===== src/rtl/jt900h_intc.sv =====
// Interrupt controller for the jt900h CPU: latches NSRC requests, arbitrates by programmable
// level and presents one vector at a time through an irq/irq_ack handshake.
module jt900h_intc #(
   parameter int         NSRC  = 8,
   parameter logic [7:0] VBASE = 8'h20
)(
   input  logic            clk,
   input  logic            rst_n,
   input  logic            cen,
   input  logic [NSRC-1:0] src,
   output logic            irq,
   output logic [2:0]      int_lvl,
   output logic [7:0]      int_addr,
   input  logic            irq_ack,
   input  logic [4:0]      cfg_addr,
   input  logic [7:0]      cfg_din,
   input  logic            cfg_we,
   output logic [7:0]      cfg_dout
);

   localparam logic [1:0] ST_IDLE = 2'd0;
   localparam logic [1:0] ST_REQ  = 2'd1;
   localparam logic [1:0] ST_ACK  = 2'd2;

   logic [NSRC-1:0] pend, pend_nxt, src_l, mode, clr;
   logic [2:0]      prio [NSRC];
   logic [7:0]      vec  [NSRC];
   logic [1:0]      state;
   logic [2:0]      win, best_idx, best_lvl;
   logic            has_cand;

   // Strictly-greater compare keeps the lowest index on a priority tie
   always_comb begin
      best_idx = '0;
      best_lvl = '0;
      for (int i = 0; i < NSRC; i++) begin
         if (pend[i] && prio[i] > best_lvl) begin
            best_lvl = prio[i];
            best_idx = 3'(i);
         end
      end
   end

   assign has_cand = best_lvl != 3'd0;

   // A fresh edge wins over a simultaneous ack or W1C clear; level bits just follow src
   always_comb begin
      clr = '0;
      if (state == ST_REQ && has_cand && irq_ack)
         clr[win] = mode[win];
      if (cfg_we && cfg_addr == 5'd16)
         clr = clr | cfg_din[NSRC-1:0];
      for (int i = 0; i < NSRC; i++)
         pend_nxt[i] = mode[i] ? ((src[i] & ~src_l[i]) | (pend[i] & ~clr[i])) : src[i];
   end

   always_ff @(posedge clk) begin
      if (!rst_n) begin
         pend  <= '0;
         src_l <= '0;
         mode  <= '0;
         for (int i = 0; i < NSRC; i++) begin
            prio[i] <= '0;
            vec[i]  <= VBASE + 8'(4 * i);
         end
      end else if (cen) begin
         src_l <= src;
         pend  <= pend_nxt;
         if (cfg_we) begin
            for (int i = 0; i < NSRC; i++) begin
               if (cfg_addr == 5'(i))
                  {mode[i], prio[i]} <= cfg_din[3:0];
               if (cfg_addr == 5'(8 + i))
                  vec[i] <= cfg_din;
            end
         end
      end
   end

   // REQ keeps re-sampling the winner so a higher request can preempt before the ack
   always_ff @(posedge clk) begin
      if (!rst_n) begin
         state    <= ST_IDLE;
         irq      <= 1'b0;
         int_lvl  <= '0;
         int_addr <= '0;
         win      <= '0;
      end else if (cen) begin
         case (state)
            ST_IDLE: begin
               if (has_cand) begin
                  win      <= best_idx;
                  int_lvl  <= best_lvl;
                  int_addr <= vec[best_idx];
                  irq      <= 1'b1;
                  state    <= ST_REQ;
               end
            end
            ST_REQ: begin
               if (!has_cand) begin
                  irq   <= 1'b0;
                  state <= ST_IDLE;
               end else if (irq_ack) begin
                  irq   <= 1'b0;
                  state <= ST_ACK;
               end else begin
                  win      <= best_idx;
                  int_lvl  <= best_lvl;
                  int_addr <= vec[best_idx];
               end
            end
            ST_ACK: begin
               if (!irq_ack)
                  state <= ST_IDLE;
            end
            default: state <= ST_IDLE;
         endcase
      end
   end

   always_comb begin
      cfg_dout = '0;
      for (int i = 0; i < NSRC; i++) begin
         if (cfg_addr == 5'(i))
            cfg_dout = {4'd0, mode[i], prio[i]};
         if (cfg_addr == 5'(8 + i))
            cfg_dout = vec[i];
      end
      if (cfg_addr == 5'd16)
         cfg_dout[NSRC-1:0] = pend;
   end

endmodule


===== config.mk =====
export PLATFORM = sky130hd
export DESIGN_NAME = jt900h_intc
export DESIGN_NICKNAME = d
export VERILOG_FILES = /design/src/rtl/jt900h_intc.sv
export SDC_FILE = /design/constraint.sdc
export NUM_CORES = 1
export LEC_CHECK = 0
export BUFFER_PORTS_ARGS = -buffer_cell sky130_fd_sc_hd__buf_2
export CORE_ASPECT_RATIO = 1.75
export CORE_UTILIZATION = 55
export DETAILED_ROUTE_END_ITERATION = 8
export PLACE_DENSITY = 0.71
export SLEW_MARGIN = 20
export SYNTH_ARGS = -nofsm -noshare
export SYNTH_HDL_FRONTEND = slang
export SYNTH_SLANG_ARGS = --single-unit

===== constraint.sdc =====
create_clock -name clk -period 21.2 [get_ports clk]
set_clock_uncertainty 0.2 [all_clocks]
set_input_delay 3.18 -clock clk [delete_from_list [all_inputs] [get_ports clk]]
set_output_delay 3.18 -clock clk [all_outputs]
set_load 0.03 [all_outputs]

* Word-level counts from Yosys, hierarchy flattened
Memories as Yosys holds them, arrays and structs flattened.
Cells that the tools add are included.
** Word-level totals
- Bits in registers :: 65
- Bits in writable memories :: 64
- Logic and storage cells :: 250
- Memories kept :: 1
- Output and inout port bits :: 20
- Input bits :: 26
** Memory list
- vec :: depth 8, bits a word 8, rd ports 9, clocked after memory_dff 0, write ports 8, RTL line 27 : logic [7:0] vec [NSRC];
** Cells by class
- Mux-type cells :: 116
- Equal/unequal tests :: 23
- Reduce and logical (&&, ||, !) cells :: 27
- Bitwise operators :: 50
- Magnitude comparators :: 10
** Operators by type and width (number)
- $mux W8 :: 29
- $mux W3 :: 20
- $mux W1 :: 55
- $eq A5 B4 Y1 const B :: 8
- $reduce_and A3 Y1 :: 8
- $gt A3 B3 Y1 :: 7
- $eq A5 B3 Y1 const B :: 4
- $and A1 B1 Y1 :: 16
- $not A1 Y1 :: 16
- $or A1 B1 Y1 :: 16
- $pmux W8 S2 :: 1
- $logic_and A1 B1 Y1 :: 12
- $pmux W3 S2 :: 2
- $eq A5 B2 Y1 const B :: 2
- $and A8 B8 Y8 :: 1
- $mux W2 :: 4
- $ne A2 B2 Y1 const B :: 4
- $or A8 B8 Y8 :: 1
- $reduce_and A4 Y1 :: 2
- $pmux W2 S3 :: 1
- $eq A5 B1 Y1 const B :: 1
- $eq A5 B5 Y1 const B :: 1
- $logic_not A5 Y1 :: 1
- $reduce_and A5 Y1 :: 1
- 13 further kinds :: 13

* Longest topological paths before layout
Gate-level depths: netlist (run 1).
- Depth after elaboration :: 34
- Gate-level depth with buffers :: 54
- Depth with buffers taken out :: 52

* Worst setup path before layout (run 1)
OpenSTA, ideal clock, no wires.
- Kind :: register to register
- Start point :: reg pend[0]
- End point :: reg win[1]
- Buffers on the path :: 2
- Arrival :: 9.859 ns
- Slack :: 11.024 ns
- Clock period less this slack :: 10.176 ns
- Stages on the path, launching flop included :: 53
- Cells stage by stage :: dfxtp_1 -> nand2_1 -> ha_1 -> nor2b_4 -> o31a_4 -> and2_4 -> mux2_2 -> ha_1 -> nor2_1 -> nand4b_1 -> o311a_1 -> o31a_1 -> o21a_1 -> ha_1 -> nor2_1 -> o21ai_0 -> o31ai_1 -> o32ai_1 -> (+17 left out) -> nand2_1 -> o21ai_0 -> o21ai_1 -> nand2_1 -> clkbuf_1 -> mux2i_1 -> ha_1 -> nor2b_1 -> o21a_1 -> o211ai_1 -> nor4_1 -> a31o_2 -> a21oi_1 -> o21bai_1 -> nor4b_4 -> buf_6 -> o211ai_1 -> o211a_1
** Between the ends
- Longest elaborated chain between the ends :: 26
- Elaborated cells on any way between the ends :: 37
** Ends and longest elaborated chain
- start, declared :: RTL line 25 : logic [NSRC-1:0] pend, pend_nxt, src_l, mode, clr;
- start signal, assigned :: RTL line 68 : pend <= pend_nxt;
- $logic_and A1 B1 Y1 (*) :: RTL line 37 : if (pend[i] && prio[i] > best_lvl) begin
- $mux W3 (*) :: RTL line 37
- $gt A3 B3 Y1 :: RTL line 37
- $logic_and A1 B1 Y1 :: RTL line 37
- $mux W3 (*) :: RTL line 37
- $gt A3 B3 Y1 :: RTL line 37
- $logic_and A1 B1 Y1 :: RTL line 37
- $mux W3 :: RTL line 37
- (+10 left out)
- $logic_and A1 B1 Y1 :: RTL line 37
- $mux W3 :: RTL line 37
- $gt A3 B3 Y1 :: RTL line 37
- $logic_and A1 B1 Y1 :: RTL line 37
- $mux W3 :: RTL line 37
- $reduce_bool A3 Y1 or $mux W3 (tied branches) :: RTL line 44, 103
- $ne A2 B2 Y1 (no source line) or $mux W3 (tied branches)
- $reduce_and A5 Y1 (no source line) or $pmux W3 S2 (tied branches)
- end signal, assigned :: RTL line 92 : win <= best_idx;
- end signal, assigned :: RTL line 107 : win <= best_idx;
- end, declared :: RTL line 29 : logic [2:0] win, best_idx, best_lvl;
Every way passes the cells marked *; elsewhere a longest branch is shown, timed or not. The select of a mux whose other input is x is not followed.
A chain may end at the register's enable or synchronous reset.

* Worst setup path after layout (run 1)
- Start point :: reg pend[0]
- End point :: reg pend[1]
** Between the ends
- Longest elaborated chain between the ends :: 33
** Ends and longest elaborated chain
- $logic_and A1 B1 Y1 (*) :: RTL line 37
- $mux W3 (*) :: RTL line 37
- $gt A3 B3 Y1 :: RTL line 37
- $logic_and A1 B1 Y1 :: RTL line 37
- $mux W3 (*) :: RTL line 37
- $gt A3 B3 Y1 :: RTL line 37
- $logic_and A1 B1 Y1 :: RTL line 37
- $mux W3 (*) :: RTL line 37
- (+16 left out)
- $logic_and A1 B1 Y1 (*) (2 in a row) :: RTL line 49 : if (state == ST_REQ && has_cand && irq_ack)
- $mux W8 (*) :: RTL line 49
- $or A8 B8 Y8 :: RTL line 52 : clr = clr | cfg_din[NSRC-1:0];
- $mux W8 (*) :: RTL line 51 : if (cfg_we && cfg_addr == 5'd16)
- $not A1 Y1 (*) :: RTL line 54 : pend_nxt[i] = mode[i] ? ((src[i] & ~src_l[i]) | (pend[i] & ~clr[i])) : src[i];
- $and A1 B1 Y1 (*) :: RTL line 54
- $or A1 B1 Y1 (*) :: RTL line 54
- $mux W1 (*) :: RTL line 54
Every way passes the cells marked *; elsewhere a longest branch is shown, timed or not.

==> metrics.cfg, run 1 <==
[outcome]
status=complete, no violations

[yosys]
synthFlopType=dfxtp_1
synth-seq-cells=129
avgSynthCellArea_um2=8.65
synth_edf_count=64
yosysTopAreaCell=edfxtp_1
yosysUniqueCellTypes=70
syn_area_um2=7730
synth_area_leaders=edfxtp_1 25%, dfxtp_1 17%, nand2_1 6.3%
synth_top_area_share_pct=24.9
synth_cells=894
seq_area_frac_synth_pct=41.7
ys_warn_count=0
async_flop_share_pct=0
synth_nets=932

[power_and_ir_drop]
vdd_ir_drop_max_uv=71.0
p_leak_nw=3.10
power_frac_clock_pct=49.0
pwr-share-comb_pct=8.1
internal-power_uw=487
p_seq_share_pct=42.9
switching_power_uw=165
p_sw_share_pct=25.3
p_per_area_nw_per_um2=75.7

[timing]
slew_headroom_pct=36.2
fin_ws_ns=8.41
maxSlewViolCount=0
fin_crit_ns=12.79
period_share_pct=60.3
setup_viol=0
hold_violations=0
rsz0062_at_grt=no
worst_pin_slew_ns=0.953
fmaxAchievable_mhz=78.2
setup-tns-final_ns=0

[worst_setup_path]
crit_start=pend[0]
critPathRequiredTime_ns=21.31
crit_path_end=pend[1]
slowest_delay_ns=0.76
rr_worst_depth=50
end_kind=flip-flop
r2r_setup_slack_ns=8.41
path_max_fanout=14
slowest_stage=o211ai_1
critPathKind=flip-flop to flip-flop
cpMostUsedCell=ha_1
worstSetupStartpointType=flip-flop
worstReg2RegEnd=pend[1]
reg2reg_from=pend[0]
cp.arrival_ns=12.90

[die]
pin_count=46
start_util_pct=56.1
die_h_um=159
coreArea_um2=13800
rows=57
die_area_um2=14500
die_x_um=91.6

[cells_and_area]
drive_gt1_share_pct=13.9
num-nets-final=941
area_growth_pct=11.4
fillers=1219
insertedDiodeCount=0

[global_route]
grt_overflow_total=0
first_global_vias=6932
grt_start_max_net_pins=97
grt_pass1_wl_um=39100
grtUsageTotal_pct=36.1
antenna_found_initial=0

[clocking]
cts.htree.levels=4
cts_sinks=129
cts_tree=yes
clock_latency_ns=0.43
cts_resized=0
cts_max_path_buffers=2
cts_buffers=17
root_buffer=clkbuf_16
clk_pin_slew_ns=0.06
cts_setup_buffers=0
cts_hold_buf=0

[route]
drt-pass1-iter-count=6
drc=0
wire_per_inst_um=23.4
first_iter_violations=658
wl_um=25600
num_vias=7243
drtAntennaViolNets=0
viasPerCell=6.63

[placed_design]
post-place-ws_ns=8.70
gp_congestion=0.948
hpwlAfterDp_um=19100
portBuffers=45

[job]
max_cap_viol_count=0

[min_path]
min_path_type=flip-flop to flip-flop
hold_start=int_addr[5]

worst min-delay path by stage:
stage          slack (ns)           to  cells past startpoint
3_3_place_gp         0.26     prio[15]                      2
3_5_place_dp         0.26  int_addr[5]                      2
6_report             0.28  int_addr[5]                      2
4_1_cts              0.28  int_addr[5]                      2
5_1_grt              0.31  int_addr[7]                      2
2_1_floorplan        0.24     prio[15]                      2
Yosys cell counts, types with 4 or more instances:
library cell,count
dfxtp_1,65
or3_1,5
a21oi_1,34
o21a_1,7
ha_1,12
and2_1,8
clkbuf_1,49
o211ai_1,19
or2_2,5
o211a_1,6
nand2_1,129
a221oi_1,6
a22o_1,9
nand2b_1,5
buf_1,4
o21ai_0,47
nor4_1,4
nor2_1,83
mux2i_1,26
o22ai_1,18
nand3_1,53
nand4_1,10
inv_1,31
o31ai_1,7
mux2_2,26
nor3_1,10
edfxtp_1,64
a222oi_1,4
a22oi_1,11
and3_1,8
nor2b_1,34
a21boi_0,18
o221ai_1,10
nor3b_1,4
a31oi_1,12
state kept, by name, indices dropped and copies added, names as in the netlist:
name / cells
pend: 8
vec: 64
prio: 24
win: 3
mode: 8
src_l: 8
int_addr: 8
state: 2
int_lvl: 3
irq: 1
worst max-delay path: cells and delay by family (launching register included):
family	cells	cell delay [ns]
simple gates	19	3.34
flops	1	0.37
compound gates	21	5.64
mux	3	1.04
fa+ha+maj	7	2.08
area by class of cell:
type                    count  area (µm²)  area share, %
inverters                  31         116           1.35
multi-input cells         674        4160           48.3
well taps                 177         221           2.57
flip-flops and latches    129        3220           37.4
clock inverters            14         201           2.34
clock buffers              18         429           4.98
repair buffers             50         263           3.05
power by group through the flow:
stage | logic, mW | clock network (mW) | registers, mW
3_3_place_gp | 0.0503 | 0 | 0.285
2_1_floorplan | 0.0348 | 0 | 0.281
5_1_grt | 0.0558 | 0.328 | 0.281
3_5_place_dp | 0.0513 | 0 | 0.285
6_report | 0.0526 | 0.320 | 0.280
4_1_cts | 0.0514 | 0.320 | 0.280
cells by family (layout without fill, tap and decap cells):
kind of cell	Yosys count	after routing	synth area share, %
mux	52	52	7.16
simple gates	367	367	22.4
buf+inv	91	113	4.84
flops	129	129	41.7
fa+ha+maj	12	12	1.94
compound gates	243	243	22.0
metrics by stage:
step	total power, mW	std cells	instance area, µm²	util (%)	hold slack (ns)
after floorplan	0.316	894	7730	-	0.243
after global placement	0.335	1061	7970	57.9	0.257
after detailed placement	0.336	1061	7970	57.9	0.263
after CTS	0.651	1093	8600	62.5	0.278
after global routing	0.665	1093	8610	62.6	0.306
final	0.652	1093	8610	62.6	0.280
cells in the final DEF, fill, tap and decap left out, drive strengths merged, types with 19 or more instances in the layout:
cell,netlist,final
buf,11,50
mux2,26,26
edfxtp,64,64
nor2,84,84
a21boi,19,19
nand2,129,129
nand3,53,53
nor2b,35,35
mux2i,26,26
dfxtp,65,65
o21ai,49,49
o211ai,19,19
inv,31,36
a21oi,36,36
routing by layer:
layer	GRT usage [%]	wire length (µm)	part of all wire, %
met4	22.2	1540	6.0
met2	65.9	13800	54
met5	0	0	0
met3	4.60	1260	4.9
met1	38.4	9030	35
Note: power is estimated with default switching activity, not from simulation.
==> run 2, diff against run 1 <==
--- a/config.mk
+++ b/config.mk
@@ -5,11 +5,12 @@
 export SDC_FILE = /design/constraint.sdc
 export NUM_CORES = 1
 export LEC_CHECK = 0
+export ABC_AREA = 1
 export BUFFER_PORTS_ARGS = -buffer_cell sky130_fd_sc_hd__buf_2
 export CORE_ASPECT_RATIO = 1.75
 export CORE_UTILIZATION = 55
 export DETAILED_ROUTE_END_ITERATION = 8
-export PLACE_DENSITY = 0.71
+export PLACE_DENSITY = 0.74
 export SLEW_MARGIN = 20
 export SYNTH_ARGS = -nofsm -noshare
 export SYNTH_HDL_FRONTEND = slang
==> constraint.sdc (replaced) <==
create_clock -name clk -period 10.77 [get_ports clk]
set_clock_uncertainty 0.2 [all_clocks]
set_input_delay 1.6155 -clock clk [delete_from_list [all_inputs] [get_ports clk]]
set_output_delay 1.6155 -clock clk [all_outputs]
set_load 0.03 [all_outputs]
==> run 2 against run 1 <==
  * Total power up 93%
  * Critical endpoint is now int_addr[3]
  * Worst hold slack worse by 0.016 ns
  * Flip-flop and latch count unchanged
  * Largest cell class unchanged
  * Combinational power up 110%
  * Final cell count up 6.2%
  * Largest power group unchanged
  * Synthesized area down 7.4%
  * Core utilization up 2.1 points
  * Fmax up 28%
  * Register-to-register slack worse by 7.6 ns
  * Cell area down 5.6%
==> metrics.cfg, run 2 <==
[outcome]
status=complete, no violations

[min_path]
hold_start=irq
min_path_type=flip-flop to flip-flop
min_path_cells=2  ; unchanged
min_to=irq

[yosys]
synth_area_leaders=edfxtp_1 27%, dfxtp_1 18%, nand2_1 11%
synth_top_area_share_pct=26.8  ; +2.0 points
avgSynthCellArea_um2=7.66  ; -11%
seq_area_frac_synth_pct=45.0  ; +3.3 points
synth-seq-cells=129  ; unchanged
syn_area_um2=7160  ; -7.4%
async_flop_share_pct=0  ; unchanged
ys_warn_count=0  ; unchanged
synth_cells=934  ; +4.5%
synth_most_common_cell=nand2_1
yosysTopAreaCell=edfxtp_1
synthFlopType=dfxtp_1
ys_top_cells_by_count=209 x nand2_1, 118 x inv_1, 102 x nor2_1
synth_edf_count=64  ; unchanged
yosysUniqueCellTypes=39  ; -44%
synth_nets=972  ; +4.3%

[placed_design]
portBuffers=45  ; unchanged
gp_congestion=0.978  ; +3.1%
place_area_um2=7520  ; -5.6%
place_inst=1129  ; +6.4%
hpwlAfterDp_um=17800  ; -7.0%

[worst_setup_path]
path_max_fanout=18  ; +4
slowest_delay_ns=0.93  ; +0.17 ns
critPathRequiredTime_ns=10.93  ; -10.38 ns
rr_worst_depth=59  ; +18%
r2r_setup_slack_ns=0.77  ; -7.65 ns
worstReg2RegEnd=int_addr[3]
end_kind=flip-flop
slowest_stage=o21ai_0
cp.arrival_ns=10.16  ; -2.74 ns
cpMostUsedCell=o21ai_0
cp_num_buf_inv=9  ; +9
critPathKind=flip-flop to flip-flop
crit_family=simple AND/OR/NAND/NOR gates
reg2reg_from=prio[21]
worstSetupStartpointType=flip-flop

[timing]
hold_ws_ns=0.264  ; -0.0159 ns
maxSlewViolCount=0  ; unchanged
fmaxAchievable_mhz=100  ; +28%
slew_headroom_pct=26.9  ; -9.3 points
fin_crit_ns=10.00  ; -2.78 ns
rsz0062_at_grt=no
setup-tns-final_ns=0  ; unchanged
setup_viol=0  ; unchanged
period_share_pct=92.9  ; +33 points
worst_pin_slew_ns=1.08  ; +0.132 ns
hold_violations=0  ; unchanged

[route]
drtAntennaViolNets=0  ; unchanged
wl_um=24000  ; -6.4%
drc=0  ; unchanged
first_iter_violations=778  ; +18%
wire_per_inst_um=20.7  ; -12%
num_vias=6938  ; -4.2%
drt-pass1-iter-count=5  ; -1
viasPerCell=5.98  ; -9.8%

[global_route]
grt_pass1_wl_um=36400  ; -6.9%
grt_overflow_total=0  ; unchanged
grtUsageTotal_pct=37.6  ; +1.5 points
antenna_found_initial=0  ; unchanged
first_global_vias=6641  ; -4.2%
grt_start_max_net_pins=58  ; -40%
grt_util_met3_pct=6.97  ; +2.4 points
met1_usage_pct=40.8  ; +2.4 points
grt.busiest_layer=met2
use_met2_pct=61.9  ; -4.0 points

[cells_and_area]
top_register=vec
multi_input_area_um2=3350  ; -19%
fillers=1176  ; -3.5%
drive_gt1_share_pct=13.1  ; -0.77 points
design_area_um2=8130  ; -5.6%
area_growth_pct=13.6
final_common_cell=nand2_1
largest_registers=vec x64, prio x24
largest_reg_flops=64  ; unchanged
num-nets-final=1018  ; +8.2%
mostFrequentLayoutCells=209 x nand2_1, 118 x inv_1, 102 x nor2_1
insertedDiodeCount=0  ; unchanged
regArea_um2=3220  ; unchanged
fin_cells=1161  ; +6.2%

[clocking]
cts_hold_buf=0  ; unchanged
cts_setup_buffers=0  ; unchanged
cts_max_path_buffers=2  ; unchanged
root_buffer=clkbuf_16
cts_tree=yes
clk_pin_slew_ns=0.06  ; about the same
cts_resized=0  ; unchanged
cts.htree.levels=4  ; unchanged
clock_latency_ns=0.43  ; about the same
cts_buffers=17  ; unchanged
cts_sinks=129  ; unchanged

[die]
rows=54  ; -5.3%
start_util_pct=57.0  ; +0.81 points
die_area_um2=13500  ; -7.3%
die_h_um=153  ; -3.7%
coreArea_um2=12600  ; -8.7%
die_x_um=88.2  ; -3.7%
pin_count=46  ; unchanged

[power_and_ir_drop]
p_per_area_nw_per_um2=155  ; +100%
p_leak_nw=3.44  ; +11%
vdd_ir_drop_max_uv=101  ; +42%

[job]
max_cap_viol_count=0  ; unchanged

run 2: changes by cell type in the layout (fill, tap and decap cells not counted), moves of 16 or more:
cell	delta
a21boi_0	-18
mux2i_1	-26
a21oi_1	+44
inv_1	+87
o211ai_1	+16
nand2_1	+80
mux2_2	-26
nor2b_1	-34
nand2_2	+16
nor2_1	+19
run 2: layout make-up:
| class | count | share of cell area [%] |
|---|---|---|
| clock inverter | 15 | 2.14 |
| multi-input combinational | 655 | 41.2 |
| sequential | 129 | 39.6 |
| timing repair buffer | 52 | 3.42 |
| inverter | 125 | 5.80 |
| clock buffer | 17 | 5.23 |
| tap | 168 | 2.59 |
run 2: tightest hold or removal path: stages, from the launching register on:
cell and delay [ns]:
dfxtp_1 0.31, nand2_1 0.06, a21oi_1 0.05
run 2: metal layers:
metal  up-vias  share of wire [%]
met4         0                8.9
met3       115                7.1
met1      3202                 33
met5         -                  0
li1       3256                  -
met2       365                 50
run 2: where the power goes:
| group | switching (mW) | internal, mW | leakage [nW] | total (mW) |
|---|---|---|---|---|
| clock | 0.245 | 0.349 | 0.298 | 0.593 |
| combinational | 0.0809 | 0.0299 | 2.00 | 0.111 |
| sequential | 0.0166 | 0.537 | 1.15 | 0.554 |
run 2: logic make-up (layout without fill, tap and decap cells):
| logic type | after synthesis | count (layout) | synth area share, % |
|---|---|---|---|
| and+or+nand+nor | 419 | 419 | 25.7 |
| AOI/OAI and AO/OA | 224 | 224 | 18.8 |
| buffers and inverters | 150 | 209 | 8.34 |
| DFF | 129 | 129 | 45.0 |
| adders and majority gates | 12 | 12 | 2.10 |
run 2: how the worst max path moves through the flow:
stage             endpoint  cells after the start  slack [ns]      from
2_1_floorplan  int_addr[4]                     58        2.66  prio[23]
4_1_cts        int_addr[2]                     58        0.94  prio[23]
5_1_grt        int_addr[0]                     59         0.1  prio[21]
3_3_place_gp   int_addr[4]                     58        1.53  prio[23]
6_report       int_addr[3]                     59        0.77  prio[21]
3_5_place_dp   int_addr[4]                     59        1.25  prio[21]
run 2: stage by stage:
stage / util, % / power (mW) / worst slack, ns
finish: 64.7 / 1.26 / 0.768
global route: 64.7 / 1.29 / 0.0984
CTS: 64.6 / 1.25 / 0.935
detailed placement: 59.8 / 0.672 / 1.25
global placement: 59.8 / 0.670 / 1.53
floorplan: - / 0.628 / 2.66
==> run 3, diff against run 2 <==
--- a/config.mk
+++ b/config.mk
@@ -5,12 +5,12 @@
 export SDC_FILE = /design/constraint.sdc
 export NUM_CORES = 1
 export LEC_CHECK = 0
-export ABC_AREA = 1
 export BUFFER_PORTS_ARGS = -buffer_cell sky130_fd_sc_hd__buf_2
 export CORE_ASPECT_RATIO = 1.75
-export CORE_UTILIZATION = 55
+export CORE_UTILIZATION = 35
 export DETAILED_ROUTE_END_ITERATION = 8
-export PLACE_DENSITY = 0.74
+export GPL_TIMING_DRIVEN = 0
+export PLACE_DENSITY = 0.51
 export SLEW_MARGIN = 20
 export SYNTH_ARGS = -nofsm -noshare
 export SYNTH_HDL_FRONTEND = slang
==> run 3 against run 2 <==
  * Total power increased by 5.6%
  * Largest cell class unchanged
  * Highest routed layer unchanged
  * Cell area increased by 17%
  * Via count increased by 7.9%
  * Critical path type unchanged
==> metrics.cfg, run 3 (synthesis gave the netlist of run 1 again) <==
[clocking]
root_buffer=clkbuf_16
cts.htree.levels=4  ; unchanged
cts_buffers=17  ; unchanged
cts_sinks=129  ; unchanged
clock_latency_ns=0.43  ; about the same
clk_pin_slew_ns=0.06  ; about the same
cts_max_path_buffers=2  ; unchanged
cts_hold_buf=0  ; unchanged
cts_tree=yes

[global_route]
first_global_vias=7417  ; +12%
grt_start_max_net_pins=17  ; -71%
grtUsageTotal_pct=27.2  ; -10 points
grt_overflow_total=0  ; unchanged
grt_pass1_wl_um=44300  ; +22%
antenna_found_initial=0  ; unchanged

[route]
drc=0  ; unchanged
num_vias=7487  ; +7.9%
viasPerCell=5.76  ; -3.6%
first_iter_violations=508  ; -35%
wire_per_inst_um=23.2  ; +12%
drt-pass1-iter-count=6  ; +1
drtAntennaViolNets=0  ; unchanged
wl_um=30200  ; +26%

[timing]
hold_ws_ns=0.264  ; +0.0000450 ns
rsz0062_at_grt=yes
setup_viol=0  ; unchanged
slew_headroom_pct=45.0  ; +18 points
period_share_pct=97.4  ; +4.6 points
hold_violations=0  ; unchanged
fin_crit_ns=10.49  ; +0.491 ns
worst_pin_slew_ns=0.819  ; -0.266 ns
maxSlewViolCount=0  ; unchanged
fin_ws_ns=0.278  ; -0.491 ns
fmaxAchievable_mhz=95.3  ; -4.7%

[worst_setup_path]
end_kind=flip-flop
slowest_delay_ns=0.42  ; -0.51 ns
critPathKind=flip-flop to flip-flop
path_max_fanout=6  ; -12
cp.arrival_ns=10.65  ; +0.49 ns
worstSetupStartpointType=flip-flop
critPathRequiredTime_ns=10.92  ; about the same
cpMostUsedCell=ha_4
slowest_stage=a2111oi_4

[die]
pin_count=46  ; unchanged
rows=71  ; +31%
die_h_um=199  ; +30%
die_area_um2=22700  ; +68%
die_x_um=114  ; +30%
start_util_pct=35.8  ; -21 points
coreArea_um2=21600  ; +72%

[cells_and_area]
top_register=vec
insertedDiodeCount=0  ; unchanged
largest_reg_flops=64  ; unchanged
design_area_um2=9550  ; +17%
mostFrequentLayoutCells=125 x nand2_1, 79 x nor2_1, 64 x edfxtp_1
final_common_cell=nand2_1
num-nets-final=1033  ; +1.5%
drive_gt1_share_pct=19.2  ; +6.2 points
area_growth_pct=23.5
regArea_um2=3230  ; +0.16%
multi_input_area_um2=4380  ; +31%
fillers=2200  ; +87%
fin_cells=1300  ; +12%
largest_registers=vec x64, prio x24

[outcome]
status=complete, no violations

[min_path]
min_path_type=flip-flop to flip-flop

[placed_design]
gp_congestion=0.941  ; -3.8%
hpwlAfterDp_um=23200  ; +31%
place_inst=1227  ; +8.7%
post-place-ws_ns=-1.65  ; -2.89 ns
place_area_um2=8300  ; +10%
portBuffers=41  ; -8.9%

[power_and_ir_drop]
p_per_area_nw_per_um2=139  ; -10%
vdd_ir_drop_max_uv=99.2  ; -2.0%
p_leak_nw=3.44  ; -0.15%
totalPowerFinal_mw=1.33  ; +5.6%

[job]
max_cap_viol_count=0  ; unchanged

[run 3: cell count changes in the layout (fill, tap and decap cells not counted), sizes merged, moves of 18 or more]
cell    before  now
a21boi       0   19
a21oi       79   36
buf         52   94
clkbuf      17   69
inv        130   31
mux2         0   26
mux2i        0   26
nand2      227  129
nor2       114   84
nor2b        0   35
o21ai       67   49
[run 3: metrics by stage]
step           util (%)  setup TNS, ns
2_1_floorplan         -              0
3_5_place_dp       38.4         -38.50
6_report           44.2              0
4_1_cts            43.3              0
5_1_grt            44.2         -0.315
3_3_place_gp       38.4         -38.01
[run 3: critical path, delay by kind of cell, from the launching register on]
family,cells,cell delay (ns)
AOI/OAI and AO/OA,19,3.60
and+or+nand+nor,20,2.89
DFF,1,0.41
adders and majority gates,7,1.82
buffers and inverters,4,0.67
muxes,3,0.84
[run 3: where the power goes]
group | leakage, nW | internal (mW) | total, mW | switching (mW)
Sequential | 1.15 | 0.535 | 0.550 | 0.0149
Combinational | 1.97 | 0.0372 | 0.119 | 0.0815
Clock | 0.318 | 0.438 | 0.660 | 0.221
Total | 3.44 | 1.01 | 1.33 | 0.318
[run 3: layer usage]
layer | vias up | part of all wire [%] | wire length, µm | global-route usage, %
li1 | 3499 | - | - | -
met1 | 3597 | 35 | 10500 | 26.3
met2 | 272 | 55 | 16600 | 52.8
met3 | 119 | 3.6 | 1090 | 2.99
met4 | 0 | 6.8 | 2050 | 18.5
met5 | - | 0 | 0 | 0
[run 3: area by class of cell]
class	instances	share of cell area, %
Buffer	60	2.82
Clock inverter	11	2.19
Tap cell	292	3.83
Clock buffer	21	4.72
Multi-Input combinational cell	674	45.9
Sequential cell	129	33.8
Inverter	31	1.22
Timing Repair Buffer	82	5.51
[run 3: timing repair]
item,in CTS,in global routing
setup endpoints to repair,25,25
cloned,1,0
pin swaps,20,30
resized for setup,35,21
setup buffers,26,14
[run 3: worst paths after layout]
check,start,endpoint,slack [ns],cells after the start
setup reg to reg,pend[0],int_addr[6],0.28,53
setup / recovery,pend[0],int_addr[6],0.28,53
hold / removal,prio[15],prio[15],0.26,2
hold reg to reg,prio[15],prio[15],0.26,2
